`src/rtl/io_pkg.sv`:
```
// Shared types and constants for the push-button input conditioning path.
package io_pkg;

  // Per-channel press/hold tracking state.
  typedef enum logic [1:0] {
    BTN_IDLE = 2'd0,
    BTN_HELD = 2'd1,
    BTN_LONG = 2'd2
  } btn_state_t;

  // Flops in the metastability synchroniser ahead of the integrator.
  localparam int unsigned DBNC_SYNC_STAGES = 2;

endpackage

```
`src/rtl/button_conditioner_channel.sv`:
```
// One button channel: synchroniser, saturating integrator debouncer,
// press/release edge pulses, long-press / auto-repeat FSM and sticky flag.
// Ports:
//   clk, reset      - system clock, synchronous active-high reset
//   button_i        - raw asynchronous button input
//   clr_i           - sticky clear strobe (clk domain)
//   level_o         - debounced level
//   press_o         - 1-cycle pulse on debounced rising edge
//   release_o       - 1-cycle pulse on debounced falling edge
//   long_press_o    - 1-cycle pulse LONG_CYCLES after press
//   repeat_o        - 1-cycle auto-repeat pulse every REPEAT_CYCLES after long press
//   sticky_o        - set by press, cleared by clr_i
module button_channel
  import io_pkg::*;
#(
  parameter int unsigned DBNC_MAX      = 1048575,
  parameter int unsigned LONG_CYCLES   = 50000000,
  parameter int unsigned REPEAT_CYCLES = 10000000,
  parameter bit          REPEAT_EN     = 1'b1
) (
  input  logic clk,
  input  logic reset,
  input  logic button_i,
  input  logic clr_i,
  output logic level_o,
  output logic press_o,
  output logic release_o,
  output logic long_press_o,
  output logic repeat_o,
  output logic sticky_o
);

  localparam int unsigned CNT_W  = $clog2(DBNC_MAX + 1);
  localparam int unsigned HOLD_W = $clog2(LONG_CYCLES);
  localparam int unsigned REP_W  = $clog2(REPEAT_CYCLES);

  logic [DBNC_SYNC_STAGES-1:0] sync_q, sync_d;
  logic [CNT_W-1:0]            cnt_q, cnt_d;
  logic [HOLD_W-1:0]           hold_q, hold_d;
  logic [REP_W-1:0]            rep_q, rep_d;
  btn_state_t                  state_q, state_d;
  logic level_q, level_d;
  logic press_q, press_d;
  logic release_q, release_d;
  logic long_q, long_d;
  logic repeat_q, repeat_d;
  logic sticky_q, sticky_d;

  logic sync_out;
  logic rise;
  logic fall;

  assign sync_out = sync_q[DBNC_SYNC_STAGES-1];
  // Level transitions are judged on the registered integrator value.
  assign rise = (cnt_q == CNT_W'(DBNC_MAX)) && !level_q;
  assign fall = (cnt_q == CNT_W'(0)) && level_q;

  // State register.
  always_ff @(posedge clk) begin
    if (reset) begin
      sync_q    <= '0;
      cnt_q     <= '0;
      hold_q    <= '0;
      rep_q     <= '0;
      state_q   <= BTN_IDLE;
      level_q   <= 1'b0;
      press_q   <= 1'b0;
      release_q <= 1'b0;
      long_q    <= 1'b0;
      repeat_q  <= 1'b0;
      sticky_q  <= 1'b0;
    end else begin
      sync_q    <= sync_d;
      cnt_q     <= cnt_d;
      hold_q    <= hold_d;
      rep_q     <= rep_d;
      state_q   <= state_d;
      level_q   <= level_d;
      press_q   <= press_d;
      release_q <= release_d;
      long_q    <= long_d;
      repeat_q  <= repeat_d;
      sticky_q  <= sticky_d;
    end
  end

  // Next-state logic.
  always_comb begin
    sync_d    = {sync_q[DBNC_SYNC_STAGES-2:0], button_i};
    cnt_d     = cnt_q;
    hold_d    = hold_q;
    rep_d     = rep_q;
    state_d   = state_q;
    level_d   = level_q;
    press_d   = 1'b0;
    release_d = 1'b0;
    long_d    = 1'b0;
    repeat_d  = 1'b0;
    sticky_d  = sticky_q;

    // Saturating integrator: never wraps in either direction.
    if (sync_out && (cnt_q != CNT_W'(DBNC_MAX))) begin
      cnt_d = cnt_q + CNT_W'(1);
    end else if (!sync_out && (cnt_q != CNT_W'(0))) begin
      cnt_d = cnt_q - CNT_W'(1);
    end

    if (rise) begin
      level_d = 1'b1;
      press_d = 1'b1;
    end
    if (fall) begin
      level_d   = 1'b0;
      release_d = 1'b1;
    end

    // Press sets, clear only acts when no press on the same edge.
    if (rise) begin
      sticky_d = 1'b1;
    end else if (clr_i) begin
      sticky_d = 1'b0;
    end

    // Release pre-empts any long/repeat threshold on the same edge.
    if (fall) begin
      state_d = BTN_IDLE;
      hold_d  = '0;
      rep_d   = '0;
    end else begin
      case (state_q)
        BTN_IDLE: begin
          if (rise) begin
            state_d = BTN_HELD;
            hold_d  = '0;
          end
        end
        BTN_HELD: begin
          if (hold_q == HOLD_W'(LONG_CYCLES - 1)) begin
            long_d  = 1'b1;
            state_d = BTN_LONG;
            hold_d  = '0;
            rep_d   = '0;
          end else begin
            hold_d = hold_q + HOLD_W'(1);
          end
        end
        BTN_LONG: begin
          if (rep_q == REP_W'(REPEAT_CYCLES - 1)) begin
            repeat_d = REPEAT_EN;
            rep_d    = '0;
          end else begin
            rep_d = rep_q + REP_W'(1);
          end
        end
        default: begin
          state_d = BTN_IDLE;
          hold_d  = '0;
          rep_d   = '0;
        end
      endcase
    end
  end

  assign level_o      = level_q;
  assign press_o      = press_q;
  assign release_o    = release_q;
  assign long_press_o = long_q;
  assign repeat_o     = repeat_q;
  assign sticky_o     = sticky_q;

endmodule

```
`src/rtl/button_conditioner.sv`:
```
// Multi-channel push-button conditioner: N_CH independent button_channel
// instances whose outputs are gathered into per-function vectors.
// Ports:
//   clk, reset    - system clock, synchronous active-high reset
//   button_i      - raw asynchronous button inputs
//   clr_i         - per-channel sticky clear strobes
//   level_o       - debounced levels
//   press_o       - press pulses
//   release_o     - release pulses
//   long_press_o  - long-press pulses
//   repeat_o      - auto-repeat pulses
//   sticky_o      - sticky pressed flags
module button_conditioner #(
  parameter int unsigned N_CH          = 5,
  parameter int unsigned DBNC_MAX      = 1048575,
  parameter int unsigned LONG_CYCLES   = 50000000,
  parameter int unsigned REPEAT_CYCLES = 10000000,
  parameter bit          REPEAT_EN     = 1'b1
) (
  input  logic            clk,
  input  logic            reset,
  input  logic [N_CH-1:0] button_i,
  input  logic [N_CH-1:0] clr_i,
  output logic [N_CH-1:0] level_o,
  output logic [N_CH-1:0] press_o,
  output logic [N_CH-1:0] release_o,
  output logic [N_CH-1:0] long_press_o,
  output logic [N_CH-1:0] repeat_o,
  output logic [N_CH-1:0] sticky_o
);

  // One fully independent conditioner per button.
  for (genvar g = 0; g < N_CH; g++) begin : g_ch
    button_channel #(
      .DBNC_MAX     (DBNC_MAX),
      .LONG_CYCLES  (LONG_CYCLES),
      .REPEAT_CYCLES(REPEAT_CYCLES),
      .REPEAT_EN    (REPEAT_EN)
    ) u_ch (
      .clk         (clk),
      .reset       (reset),
      .button_i    (button_i[g]),
      .clr_i       (clr_i[g]),
      .level_o     (level_o[g]),
      .press_o     (press_o[g]),
      .release_o   (release_o[g]),
      .long_press_o(long_press_o[g]),
      .repeat_o    (repeat_o[g]),
      .sticky_o    (sticky_o[g])
    );
  end

endmodule
```
`config.mk`:
```
export PLATFORM = sky130hd
export DESIGN_NAME = button_conditioner
export DESIGN_NICKNAME = d
export VERILOG_FILES = /design/src/rtl/io_pkg.sv /design/src/rtl/button_conditioner_channel.sv /design/src/rtl/button_conditioner.sv
export SDC_FILE = /design/constraint.sdc
export NUM_CORES = 1
export LEC_CHECK = 0
export CORE_MARGIN = 4
export CORE_UTILIZATION = 30
export CTS_CLUSTER_SIZE = 24
export DETAILED_ROUTE_END_ITERATION = 7
export SKIP_CTS_REPAIR_TIMING = 1
export SLEW_MARGIN = 20
export SYNTH_ARGS = -nofsm -noshare
export SYNTH_HDL_FRONTEND = slang
export SYNTH_SLANG_ARGS = --single-unit
```
`constraint.sdc`:
```
create_clock -name clk -period 10.05 [get_ports clk]
set_clock_uncertainty 0.2 [all_clocks]
set_input_delay 2.5125 -clock clk [delete_from_list [all_inputs] [get_ports clk]]
set_output_delay 2.5125 -clock clk [all_outputs]
set_load 0.1 [all_outputs]
```
==> run_results.csv <==
group,metric,value,unit
outcome,outcome,"complete, no violations",
sta,finalCritPeriodShare,49.4,%
placement,dpl.hpwl,32.0,mm
synthesis,syn_area,0.0216,mm^2
sta,worst_pin_slew,1.06,ns
setup_path,path_class,"reg2out",
setup_path,cp_slowest_stage_delay,1.23,ns
synthesis,synth_nets,2754,
cells_and_area,fin_cells,3625,
placement,io_buffer_count,41,
cts,clkLatencyLatePin,0.58,ns
pwr,comb_power_share,33.5,%
setup_path,crit_fanout,6,
detailed_routing,drc,0,
synthesis,async_flop_share,0,%
synthesis,synthCells,2637,
pwr,power_switching,1.85,mW
setup_path,path_cells,"clkdlybuf4s50_1",
floorplan,core,0.0714,mm^2
floorplan,start_util,30.2,%
synthesis,ys_ff_latch,400,
sta,finalSetupViolations,0,
floorplan,num_io_pins,42,
cells_and_area,layout_common_cells,"dfxtp_1 (400), nor2_1 (311), a21oi_1 (285)",
setup_path,cp_num_buf_inv,1,
floorplan,rows,98,
pwr,p_sw_share,33.1,%
detailed_routing,wl_per_cell,13.2,um
sta,rsz0062_at_grt,"no",
sta,slew_violations,0,
cells_and_area,area_growth,13.1,%
cells_and_area,finish.utilization,34.2,%
cts,path_clk_slew,0.06,ns
floorplan,die_w,276,um
global_routing,grt_start_max_net_pins,35,
global_routing,grtUsageMet1,16.7,%
pwr,sequentialPowerShare,34.1,%
detailed_routing,drtAntennaViolNets,0,
cells_and_area,antenna_cells,0,
cts,cts.sinks,400,
floorplan,die_h,276,um
cts,cts_max_path_buffers,3,
global_routing,antenna_found_initial,1,
detailed_routing,drtIter0Drc,1132,
cells_and_area,num-nets-final,2753,
synthesis,avgSynthCellArea,8.18,um^2
global_routing,top_usage_layer,"met2",
setup_path,required,7.34,ns
sta,finalHoldViolCount,0,
sta,fmax,0.202,GHz
cells_and_area,fill_cells,7470,
floorplan,die_area,0.0763,mm^2
pwr,intPower,3.73,mW
global_routing,gr-total-overflow,0,
synthesis,synth-edff-count,0,
synthesis,synthFlopType,"dfxtp_1",
detailed_routing,num_vias,18300,
pwr,power_density,229,mW/mm^2
cells_and_area,drive_above_1_share,6.06,%
setup_path,critPathArrivalTime,2.25,ns
global_routing,grt_first_pass_wirelength,81.8,mm
pwr,ir_worst_vdd,125,uV
cts,root_buffer,"clkbuf_16",
pwr,p_leak,8.87,nW
placement,place_inst,3535,
hold_path,min_path_type,"reg2reg",
setup_path,cp_slowest_cell,"clkdlybuf4s50_1",
setup_path,crit_path_end_kind,"output pin",
global_routing,grt_pass1_vias,16900,
cts,htreeDepth,2,
placement,gp_congestion,0.809,
synthesis,synth-seq-area-share,37.1,%
detailed_routing,firstDrtPassIters,6,
global_routing,grtUsageMet3,2.20,%
synthesis,ys_warn_count,0,
detailed_routing,wl,47.9,mm
run,cap_viol_max_count,0,
sta,fin_crit,4.96,ns
sta,fin_setup_tns,0,ns
synthesis,synth.distinct_cells,87,
cts,cts_tree,"built",
pwr,clockPowerShare,32.4,%
sta,relSlewSlack,29.1,%
global_routing,gr-usage-met2,19.2,%
setup_path,cp_top_family,"buffers and inverters",
setup_path,crit_path_start_kind,"flip-flop",
global_routing,grt.total_usage,12.1,%
cts,cts-buffers-inserted,49,
detailed_routing,via_per_inst,5.04,
cells_and_area,final_common_cell,"dfxtp_1",
## metrics by stage
stage / worst slack, ns / area, um^2 / hold WS, ns / total power [mW]
4_1_cts: 5.05 / 24400 / 0.251 / 5.64
5_1_grt: 5.00 / 24400 / 0.265 / 5.98
2_1_floorplan: 5.94 / 21600 / 0.214 / 3.47
3_3_place_gp: 4.93 / 22700 / 0.228 / 3.78
6_report: 5.09 / 24400 / 0.243 / 5.58
3_5_place_dp: 4.81 / 22700 / 0.233 / 3.78
## state kept, by name, indices dropped and copies added (netlist names)
signal and cells:
g_ch.u_ch.rep_q 120, g_ch.u_ch.repeat_o 5, g_ch.u_ch.cnt_q 100, g_ch.u_ch.level_o 5
g_ch.u_ch.press_o 5, g_ch.u_ch.sync_q 10, g_ch.u_ch.hold_q 130, g_ch.u_ch.long_press_o 5
g_ch.u_ch.release_o 5, g_ch.u_ch.state_q 10, g_ch.u_ch.sticky_o 5
## final timing paths
| path | start | to | slack (ns) | depth (start not counted) |
|---|---|---|---|---|
| hold / removal | g_ch[3].u_ch.sync_q[0] | g_ch[3].u_ch.sync_q[1] | 0.24 | 1 |
| setup / recovery | g_ch[0].u_ch.level_o | level_o[0] | 5.09 | 1 |
| setup reg to reg | g_ch[1].u_ch.cnt_q[18] | g_ch[1].u_ch.cnt_q[16] | 5.78 | 14 |
| hold reg to reg | g_ch[3].u_ch.sync_q[0] | g_ch[3].u_ch.sync_q[1] | 0.24 | 1 |
## cells in the mapped netlist (5+ instances only)
| master | number | area, um^2 |
|---|---|---|
| clkbuf_1 | 47 | 176 |
| and3_1 | 52 | 325 |
| and4_1 | 18 | 158 |
| buf_2 | 21 | 105 |
| o31ai_1 | 12 | 90.1 |
| o21ai_0 | 159 | 796 |
| buf_1 | 5 | 18.8 |
| buf_4 | 35 | 263 |
| nand3_1 | 109 | 546 |
| nand3b_1 | 5 | 37.5 |
| nor3_1 | 53 | 265 |
| mux2i_1 | 5 | 50.1 |
| a21o_1 | 47 | 353 |
| nand4_1 | 94 | 588 |
| a41oi_1 | 7 | 61.3 |
| a31oi_1 | 27 | 169 |
| fa_1 | 5 | 100 |
| a22oi_1 | 6 | 45.0 |
| nand2_1 | 198 | 743 |
| nor3_2 | 9 | 90.1 |
| a211oi_1 | 21 | 158 |
| o21a_1 | 12 | 90.1 |
| or3_1 | 31 | 194 |
| nand4b_1 | 7 | 61.3 |
| nor2_1 | 311 | 1170 |
| or3b_2 | 5 | 43.8 |
| nor4_2 | 6 | 75.1 |
| and2_1 | 14 | 87.6 |
| dfxtp_1 | 400 | 8010 |
| o21bai_1 | 18 | 135 |
| xnor2_1 | 73 | 639 |
| nor3b_1 | 6 | 45.0 |
| o21ai_1 | 20 | 100 |
| nor4_1 | 51 | 319 |
| xor2_1 | 131 | 1150 |
| nand2b_1 | 26 | 163 |
| a21oi_1 | 285 | 1430 |
| nor2b_1 | 34 | 213 |
| o211ai_1 | 6 | 45.0 |
| inv_1 | 56 | 210 |
| ha_1 | 100 | 1250 |
| nor4b_1 | 14 | 123 |
| or4_1 | 12 | 90.1 |
| or2_2 | 9 | 56.3 |
## metal layers
layer	vias to the layer above	part of all wire [%]
li1	9520	-
met1	8474	50
met2	199	44
met3	71	3.4
met4	2	2.3
met5	-	0.025
## worst reg2reg max path: stages, from the launching register on
cell and delay (ns):
dfxtp_1 0.40, nand4_1 0.13, nor3_2 0.31, nand2_1 0.12, and2_1 0.20, inv_1 0.54
ha_1 0.42, a211oi_1 0.25, nor2_1 0.10, o41ai_1 0.44, a21oi_1 0.27, a41oi_1 0.32
nor2b_1 0.19, xor2_1 0.15, a21oi_1 0.08
## kinds of logic after synthesis
logic type | Yosys count | share of synthesized area [%]
buf+inv | 167 | 3.68
simple gates | 1085 | 26.0
fa+ha+maj | 105 | 6.26
flops | 400 | 37.1
compound gates | 670 | 18.4
xor+xnor | 204 | 8.28
mux | 6 | 0.284
## power groups by stage
| stage | clock (mW) | sequential (mW) | combinational, mW |
|---|---|---|---|
| 5_1_grt | 1.94 | 1.92 | 2.12 |
| 3_5_place_dp | 0 | 1.93 | 1.85 |
| 4_1_cts | 1.88 | 1.90 | 1.87 |
| 6_report | 1.81 | 1.90 | 1.87 |
| 2_1_floorplan | 0 | 1.89 | 1.58 |
| 3_3_place_gp | 0 | 1.93 | 1.85 |
## layout make-up
class	count	area [um^2]	area share, %
clock buffer	73	1490	6.10
clock inverter	17	175	0.718
inverter	57	214	0.877
multi-input combinational	2070	12800	52.4
sequential	400	8010	32.8
tap	950	1190	4.87
timing repair buffer	58	533	2.19
Power figures use the tool's default switching activity.
